**config.mk**
```make
export PLATFORM = sky130hd
export DESIGN_NAME = div_16by8_seq
export DESIGN_NICKNAME = d
export VERILOG_FILES = /design/src/rtl/div_16by8_seq.sv
export SDC_FILE = /design/constraint.sdc
export NUM_CORES = 1
export LEC_CHECK = 0
export CAP_MARGIN = 5
export CORE_UTILIZATION = 45
export CTS_CLUSTER_DIAMETER = 50
export CTS_CLUSTER_SIZE = 24
export DETAILED_ROUTE_END_ITERATION = 12
export DONT_BUFFER_PORTS = 1
export PLACE_DENSITY = 0.59
export SLEW_MARGIN = 20
export SYNTH_ARGS = -nofsm -noshare
export SYNTH_HDL_FRONTEND = slang
export SYNTH_SLANG_ARGS = --single-unit
```
**constraint.sdc**
```tcl
create_clock -name clk -period 3.5 [get_ports clk]
set_input_delay 0.875 -clock clk [delete_from_list [all_inputs] [get_ports clk]]
set_output_delay 0.875 -clock clk [all_outputs]
set_load 0.05 [all_outputs]
```
**src/rtl/div_16by8_seq.sv**
```systemverilog
// -----------------------------------------------------------------------------
// div_16by8_seq
// Sequential unsigned 16-by-8 divider, restoring radix-2, one quotient bit per
// clock, MSB first. Works as the inverse of the 8x8 multipliers:
// dividend = quot*divisor + rem with rem < divisor whenever divisor != 0.
// A divide-by-zero skips the iteration and completes on the accepting edge
// with quot = ZERO_QUOT, rem = dividend[7:0], dz = 1.
//
// Ports
//   clk        rising-edge clock
//   rst_n      synchronous active-low reset; aborts any operation in flight
//   in_valid   operand pair present on dividend/divisor
//   in_ready   high only in IDLE; the block can accept operands
//   dividend   16-bit unsigned dividend
//   divisor    8-bit unsigned divisor
//   out_valid  high only in DONE; quot/rem/dz hold a result
//   out_ready  consumer takes the result; DONE -> IDLE on that edge
//   quot       16-bit registered quotient
//   rem        8-bit registered remainder
//   dz         registered divide-by-zero flag
//
// Timing: the accepting edge loads the operands, 16 CALC edges follow, so
// out_valid rises 17 edges after the transfer counting the accepting edge.
// in_ready returns the cycle after the result is taken, giving a minimum
// initiation interval of 18 cycles.
// -----------------------------------------------------------------------------
module div_16by8_seq #(
  parameter logic [15:0] ZERO_QUOT = 16'hFFFF
) (
  input  logic        clk,
  input  logic        rst_n,
  input  logic        in_valid,
  output logic        in_ready,
  input  logic [15:0] dividend,
  input  logic [7:0]  divisor,
  output logic        out_valid,
  input  logic        out_ready,
  output logic [15:0] quot,
  output logic [7:0]  rem,
  output logic        dz
);

  typedef enum logic [1:0] {
    IDLE = 2'd0,
    CALC = 2'd1,
    DONE = 2'd2
  } state_t;

  state_t      state;
  state_t      state_nxt;

  logic [3:0]  cnt;        // iteration counter, 0..15 during CALC
  logic [7:0]  prem;       // partial remainder; always < divisor, so 8 bits hold it
  logic [15:0] shreg;      // dividend bits shift out at the top, quotient bits in at the bottom
  logic [7:0]  dvs;        // divisor latched at the accepting edge

  logic        accept;
  logic [8:0]  trial;      // 9-bit shifted partial remainder {prem, next dividend bit}
  logic        q_bit;
  logic [7:0]  prem_nxt;

  assign accept    = in_valid && (state == IDLE);
  assign in_ready  = (state == IDLE);
  assign out_valid = (state == DONE);

  // One restoring step. The shifted value can reach 9 bits, which is why the
  // compare is done at 9 bits; after a successful subtract the result is
  // again below the divisor and fits in 8 bits.
  always_comb begin
    trial    = {prem, shreg[15]};
    q_bit    = (trial >= {1'b0, dvs});
    prem_nxt = q_bit ? 8'(trial - {1'b0, dvs}) : trial[7:0];
  end

  // NOTE: every signal written in a combinational block gets a default at the
  // top so that no path leaves it unassigned and a latch is never inferred.
  always_comb begin
    state_nxt = state;
    case (state)
      IDLE: begin
        if (accept) state_nxt = (divisor == 8'd0) ? DONE : CALC;
      end
      CALC: begin
        if (cnt == 4'd15) state_nxt = DONE;
      end
      DONE: begin
        if (out_ready) state_nxt = IDLE;
      end
      default: state_nxt = IDLE;
    endcase
  end

  // NOTE: clocked state uses non-blocking assignments so every register
  // samples the pre-edge values regardless of statement order.
  always_ff @(posedge clk) begin
    if (!rst_n) state <= IDLE;
    else        state <= state_nxt;
  end

  // NOTE: the datapath registers are reset along with the FSM because the
  // outputs must read zero after reset; a plain storage array would not need it.
  always_ff @(posedge clk) begin
    if (!rst_n) begin
      cnt   <= 4'd0;
      prem  <= 8'd0;
      shreg <= 16'd0;
      dvs   <= 8'd0;
      quot  <= 16'd0;
      rem   <= 8'd0;
      dz    <= 1'b0;
    end else begin
      case (state)
        IDLE: begin
          if (accept) begin
            if (divisor == 8'd0) begin
              quot <= ZERO_QUOT;
              rem  <= dividend[7:0];
              dz   <= 1'b1;
            end else begin
              cnt   <= 4'd0;
              prem  <= 8'd0;
              shreg <= dividend;
              dvs   <= divisor;
            end
          end
        end
        CALC: begin
          cnt   <= cnt + 4'd1;
          prem  <= prem_nxt;
          shreg <= {shreg[14:0], q_bit};
          if (cnt == 4'd15) begin
            quot <= {shreg[14:0], q_bit};
            rem  <= prem_nxt;
            dz   <= 1'b0;
          end
        end
        default: begin
          // DONE: results hold until the consumer takes them.
        end
      endcase
    end
  end

endmodule

```
==> metrics.txt, run 1 <==
outcome complete, but fails checks; violated checks DRC; CTS resizes 0; grt ovf 0; I/O Pins 55; compound-cell area share of the yosys netlist 22.51%; TritonCTS clock tree yes; H-tree levels 3; Post-synth EDFFs 0; Synth async-reset ratio 0%; Post-Layout Cell Count 458; dpl cells 442; pwr/cell area around 650 mW/mm^2; Core Box Area 0.006495 sq mm; largest net degree at the start of global routing slightly above 40; largest area contributor in the netlist dfxtp_1; Synth area leaders dfxtp_1 41%, nor2_1 8.6%, nand2_1 6.7%; share of layout cells above drive strength 1 8.924%; Warnings, synthesis 0; min-delay src shreg[0]$_SDFFE_PN0P_; register area share after synthesis 40.74%; Hold Path Cell Cnt 2; Die X-Extent 84.94 microns; Worst Path Max Fanout 10; most frequent CP cell nor2_1; Avg Synthesized Cell Area about 8.1 sq um; final worst path period share 74.49%; RR Startpoint state[1]$_SDFFE_PN0P_; actual slew at the worst max-slew pin 1012 ps; vias in the first global route 2558; drt via density 5.865; RSZ-0062 raised after global routing no; Final ANT Viol Nets 0; TritonCTS Buffers 9; post-layout util 51.34%; Die H around 85 microns; largest family of logic cells by synthesized area compound AO/OA/AOI/OAI gates; FF+latch count, synth 63; max frequency 383.6 MHz; Synth Area in Simple Gates 21.06%; Pins Over Slew Limit 0; Pre-antenna DRT Iters 9; Worst setup EP type flip-flop; ys flop type dfxtp_1; clk_lat worst skew about 340 ps; cell family with most CP delay simple AND/OR/NAND/NOR gates; final hold violations 0; final net count around 410; r2r endpoint dvs[2]$_SDFFE_PN0P_; # setup viols final 0; syn_nets 420; slowest stage delay, CP 820 ps; # rows 29; Setup TNS 0 ps; Tmin final 2607 ps; Routed WL 7656 microns; DP Wirelength 5475 microns; GR Util All Layers about 23%; CP max stage cell nor2_1; CP Launch Type flip-flop; worst reg-to-reg path cell count 6; post-synth top area share 40.74%; Setup Fix Bufs, Post-CTS 0; Die ar. 0.007215 sq mm; Max Cap Viol 0; initial antenna violation count 0; vias around 2.7k; Worst Hold Class reg -> reg; Yosys cell types 44; post-synthesis xor/xnor area fraction 1.698%; clock buffer depth 2; VDD IR max 0.2486 mV; Remaining DRCs 4; final antenna diode count 0; CTS root buf clkbuf_8; CTS Hold Bufs 0; first-pass GRT wire length between 10000 and 15000 microns; Post-Route Skew 5.278 ps; post-synthesis instance total 382; Req. time, crit path around 3700 ps; R2R Setup Slk 890 ps; wire per inst 16.72 microns; Hold EP shreg[1]$_SDFFE_PN0P_; Worst EP arrival about 2800 ps; clock tree sinks 63; initial core utilization 47.66%; multiplexer share of the synthesized area 4.568%; 1st-iter DRT viols 195; PortBufs 0; area delta synth->final 7.720%; gpl congestion 0.8189; Syn Std Cell Area roughly 0.0031 sq mm; CP bufs+invs 1; CP Cell Sequence nor2_1 > a21oi_1 > nor3_1 > buf_4 > mux2i_1 > nor2_1; max_slew headroom 32.31%; Clock transition at path regs 70 ps; Setup CP Type reg -> reg; Adder-Cell Fraction of Synth Area 4.285%; Tot Pwr ~0.0022 W; leakage power 1.259 nW; fill count 647
[report_power, final]
part,internal [W],switching [W]
Sequential,0.000783,0.000125
Clock,0.000345,0.000276
Combinational,0.000235,0.000388
Total,0.00136,0.000789
[layout make-up]
cell class / count / area, sq um / share of cell area (%)
inverter: 12 / 45.04 / 1.351
clock buffer: 12 / 145.1 / 4.353
sequential: 63 / 1261 / 37.82
clock inverter: 4 / 45.04 / 1.351
multi-input combinational: 282 / 1682 / 50.43
timing repair buffer: 8 / 60.06 / 1.801
tap: 77 / 96.34 / 2.889
[kinds of logic after synthesis]
logic type	Yosys count
buffers and inverters	37
adders and majority gates	10
AOI/OAI and AO/OA	97
xor gates and xnor gates	6
and+or+nand+nor	155
muxes	14
DFF	63
[worst min-delay path, stage by stage (launching register included)]
cell and delay (ps):
dfxtp_1 320, nand2_1 50, a311oi_1 70
[registers in the layout, indices dropped and copies added (netlist names)]
name,cells
quot,16
dz,1
state,2
shreg,16
prem,8
rem,8
dvs,8
cnt,4
[synth_stat cells, drive strengths merged, types with 4 or more instances]
cell type	number
o21ai	18
a31oi	5
nor3	8
dfxtp	63
a311oi	20
clkbuf	16
ha	9
inv	11
a211oi	18
mux2i	13
a21o	4
nand2	55
o211ai	4
nor2	72
buf	9
a21oi	19
[layer usage]
metal  vias to the layer above  global-route usage, %  part of all wire, %
met2                        77                  33.80                   43
met1                      1253                  30.88                   48
met3                        10                  8.074                  7.5
met4                         0                  7.242                  1.2
met5                         -                      0                    0
li1                       1346                      -                    -
[through the flow]
step | hold WS, ps | worst slack (ps) | area, sq um
after floorplan | 453.8 | 1073 | 3095
after global placement | 477.4 | 900.7 | 3144
after global routing | 526.6 | 672.2 | 3334
final | 495.4 | 892.9 | 3334
after detailed placement | 485.2 | 829.1 | 3144
after CTS | 497.8 | 909.4 | 3334
[placed cells by master, fill, tap and decap left out, drive strengths merged, types with 5 or more instances in the layout]
cell type and count:
a31oi 5, inv 11, dfxtp 63, buf 8, nor2 72, a311oi 20, a21oi 19, nand2 55
a211oi 18, o21ai 18, nor3 8, clkbuf 12, ha 9, mux2i 13
[worst max-delay path by stage]
stage	start	end	slack, ps	depth (start not counted)
3_3_place_gp	divisor[0]	rem[6]$_SDFFE_PN0P_	900	6
5_1_grt	state[1]$_SDFFE_PN0P_	dvs[3]$_SDFFE_PN0P_	670	6
3_5_place_dp	divisor[0]	shreg[4]$_SDFFE_PN0P_	830	5
2_1_floorplan	divisor[0]	quot[11]$_SDFFE_PN0P_	1070	6
6_report	state[1]$_SDFFE_PN0P_	dvs[2]$_SDFFE_PN0P_	890	6
4_1_cts	state[1]$_SDFFE_PN0P_	rem[6]$_SDFFE_PN0P_	910	6
No activity file was read; power rests on OpenSTA's default activity.
==> run 2, diff against run 1 <==
==> constraint.sdc (replaced) <==
create_clock -name clk -period 2.5 [get_ports clk]
set_input_delay 0.625 -clock clk [delete_from_list [all_inputs] [get_ports clk]]
set_output_delay 0.625 -clock clk [all_outputs]
set_load 0.05 [all_outputs]
==> run 2 against run 1 <==
  * The flow still finishes with violations (DRC)
  * Maximum frequency grew 11%
  * Register-to-register slack lost 740 ps
  * Cell count grew 2.0%
  * Via count shrank 0.34%
  * Core utilization grew 2.4 points
  * Clock skew grew 8.2 ps
  * Sequential power grew 40%
  * First-iteration DRC count shrank 1.0%
  * Clock power grew 82%
  * Largest cell class unchanged
==> metrics.txt, run 2 (synthesized netlist as in run 1, its figures left out) <==
final worst path period share 93.76% (was 74.49%); Core Box Area 0.006495 sq mm (unchanged); Setup Fix Bufs, Post-CTS 0 (unchanged); TritonCTS clock tree yes (unchanged); Hold EP rem[0]$_SDFFE_PN0P_ (was shreg[1]$_SDFFE_PN0P_); largest net degree at the start of global routing 41 (unchanged); CP max stage cell ha_1 (was nor2_1); final hold violations 0 (unchanged); drt via density 5.732 (was 5.865); CTS resizes 0 (unchanged); CTS Hold Bufs 0 (unchanged); Die H 84.94 microns (unchanged); Worst Path Max Fanout 7 (was 10); initial antenna violation count 0 (unchanged); gpl congestion 0.8142 (was 0.8189); final antenna diode count 0 (unchanged); commonest non-fill, non-tap cell in the layout nor2_1 (unchanged); Die X-Extent 84.94 microns (unchanged); clk_lat worst skew 350 ps (was 340 ps); CP Launch Type flip-flop (unchanged); DP Wirelength 5544 microns (was 5475 microns); I/O Pins 55 (unchanged); Worst Hold Class in -> reg (was reg -> reg); most frequent cells in the layout 70 x nor2_1, 63 x dfxtp_1, 54 x nand2_1 (was 70 x nor2_1, 63 x dfxtp_1, 55 x nand2_1); Tmin final 2344 ps (was 2607 ps); R2R Setup Slk 160 ps (was 890 ps); max frequency 426.6 MHz (was 383.6 MHz); pwr/cell area 965.5 mW/mm^2 (was 645.5 mW/mm^2); actual slew at the worst max-slew pin 664.7 ps (was 1012 ps); vias in the first global route 2528 (was 2558); Routed WL 7691 microns (was 7656 microns); Worst setup EP type flip-flop (unchanged); VDD IR max 0.5356 mV (was 0.2486 mV); # setup viols final 0 (unchanged); max_slew headroom 55.69% (was 32.31%); initial core utilization 47.66% (unchanged); Req. time, crit path 2720 ps (was 3710 ps); worst reg-to-reg path cell count 8 (was 6); Pins Over Slew Limit 0 (unchanged); Max Cap Viol 0 (unchanged); GR Util All Layers 22.10% (was 22.77%); CP Cell Sequence ha_1 > a21oi_1 > o21ai_0 > a311oi_2 > nand2_2 > buf_4 > mux2i_1 > o21ai_0 (was nor2_1 > a21oi_1 > nor3_1 > buf_4 > mux2i_1 > nor2_1); # rows 29 (unchanged); grt ovf 0 (unchanged); Post-DP Area 0.003224 sq mm (was 0.003144 sq mm); CTS root buf clkbuf_8 (unchanged); most frequent CP cell o21ai_0 (was nor2_1); Die ar. 0.007215 sq mm (unchanged); leakage power 1.334 nW (was 1.259 nW); share of layout cells above drive strength 1 12.31% (was 8.924%); Post-Layout Cell Count 467 (was 458); largest registers quot: 16 flops, shreg: 16 flops (unchanged); RR Startpoint prem[1]$_SDFFE_PN0P_ (was state[1]$_SDFFE_PN0P_); Setup TNS 0 ps (unchanged); vias 2677 (was 2686); clock tree sinks 63 (unchanged); 1st-iter DRT viols 193 (was 195); Worst EP arrival 2560 ps (was 2820 ps); Clock transition at path regs 80 ps (was 70 ps); dpl cells 451 (was 442); slowest stage delay, CP 400 ps (was 820 ps); Post-Route Skew 13.51 ps (was 5.278 ps); Remaining DRCs 4 (unchanged); final net count 423 (was 414); Final ANT Viol Nets 0 (unchanged); Pre-antenna DRT Iters 8 (was 9); min-delay src rst_n (was shreg[0]$_SDFFE_PN0P_); first-pass GRT wire length 12570 microns (was 12770 microns); H-tree levels 3 (unchanged); clock buffer depth 2 (unchanged); TritonCTS Buffers 9 (unchanged); outcome complete, but fails checks (unchanged); RSZ-0062 raised after global routing no (unchanged); violated checks DRC (unchanged); PortBufs 0 (unchanged); Finished Cell Area 0.003487 sq mm (was 0.003334 sq mm); area delta synth->final 12.65% (was 7.720%); wire per inst 16.47 microns (was 16.72 microns); r2r endpoint prem[4]$_SDFFE_PN0P_ (was dvs[2]$_SDFFE_PN0P_); Hold Path Cell Cnt 2 (unchanged); Setup CP Type reg -> reg (unchanged)
==> run 2: cell count changes in the layout (fill, tap and decap cells not counted), moves of 2 or more <==
cell       before  now
buf_4           8   16
bufinv_16       1    3
clkbuf_1        2    0
clkinv_2        3    0
inv_6           0    4
==> run 2: worst max path at each step <==
stage	startpoint	to	slack (ps)	cells past startpoint
global placement	dvs[5]$_SDFFE_PN0P_	prem[4]$_SDFFE_PN0P_	180	9
detailed placement	divisor[0]	quot[1]$_SDFFE_PN0P_	190	6
global route	dvs[2]$_SDFFE_PN0P_	prem[4]$_SDFFE_PN0P_	10	9
floorplan	state[1]$_SDFFE_PN0P_	dvs[0]$_SDFFE_PN0P_	220	7
CTS	dvs[5]$_SDFFE_PN0P_	prem[4]$_SDFFE_PN0P_	190	9
finish	prem[1]$_SDFFE_PN0P_	prem[4]$_SDFFE_PN0P_	160	8
==> run 2: layer usage <==
metal | track usage, % | up-vias | wire length [microns]
li1 | - | 1357 | -
met1 | 32.12 | 1249 | 3736
met2 | 31.38 | 66 | 3328
met3 | 6.712 | 5 | 563
met4 | 6.471 | 0 | 62
met5 | 0 | - | 0
==> run 2: power by group <==
group	leakage (nW)	internal, W	switching, W	total, W
clock network	0.125	0.000677	0.000451	0.00113
registers	0.516	0.00110	0.000174	0.00127
logic	0.692	0.000397	0.000572	0.000969
==> run 2: worst max-delay path: cells and delay by family, from the launching register on <==
kind	cells	cell delay, ps
AND/OR/NAND/NOR	1	190
multiplexers	1	190
flip-flops	1	350
adder cells (fa/ha/maj)	1	400
AO/OA/AOI/OAI	4	890
buffers and inverters	1	200
==> run 2: final cells by class <==
type | instances | area (sq um)
clock buffer | 9 | 123.9
clock inverter | 7 | 125.1
fill | 622 | 3008
inverter | 12 | 45.04
multi-input combinational | 282 | 1695
sequential | 63 | 1261
tap | 77 | 96.34
timing repair buffer | 17 | 140.1
==> run 2: stage by stage <==
step	hold slack, ps	worst slack (ps)	power [W]	util [%]
after detailed placement	480.8	193.6	0.002225	49.64
after floorplan	453.8	215.7	0.001969	-
final	421.5	155.9	0.003367	53.69
after global routing	406.0	10.10	0.003551	53.69
after CTS	407.0	192.3	0.003352	53.48
after global placement	474.1	177.4	0.002218	49.64
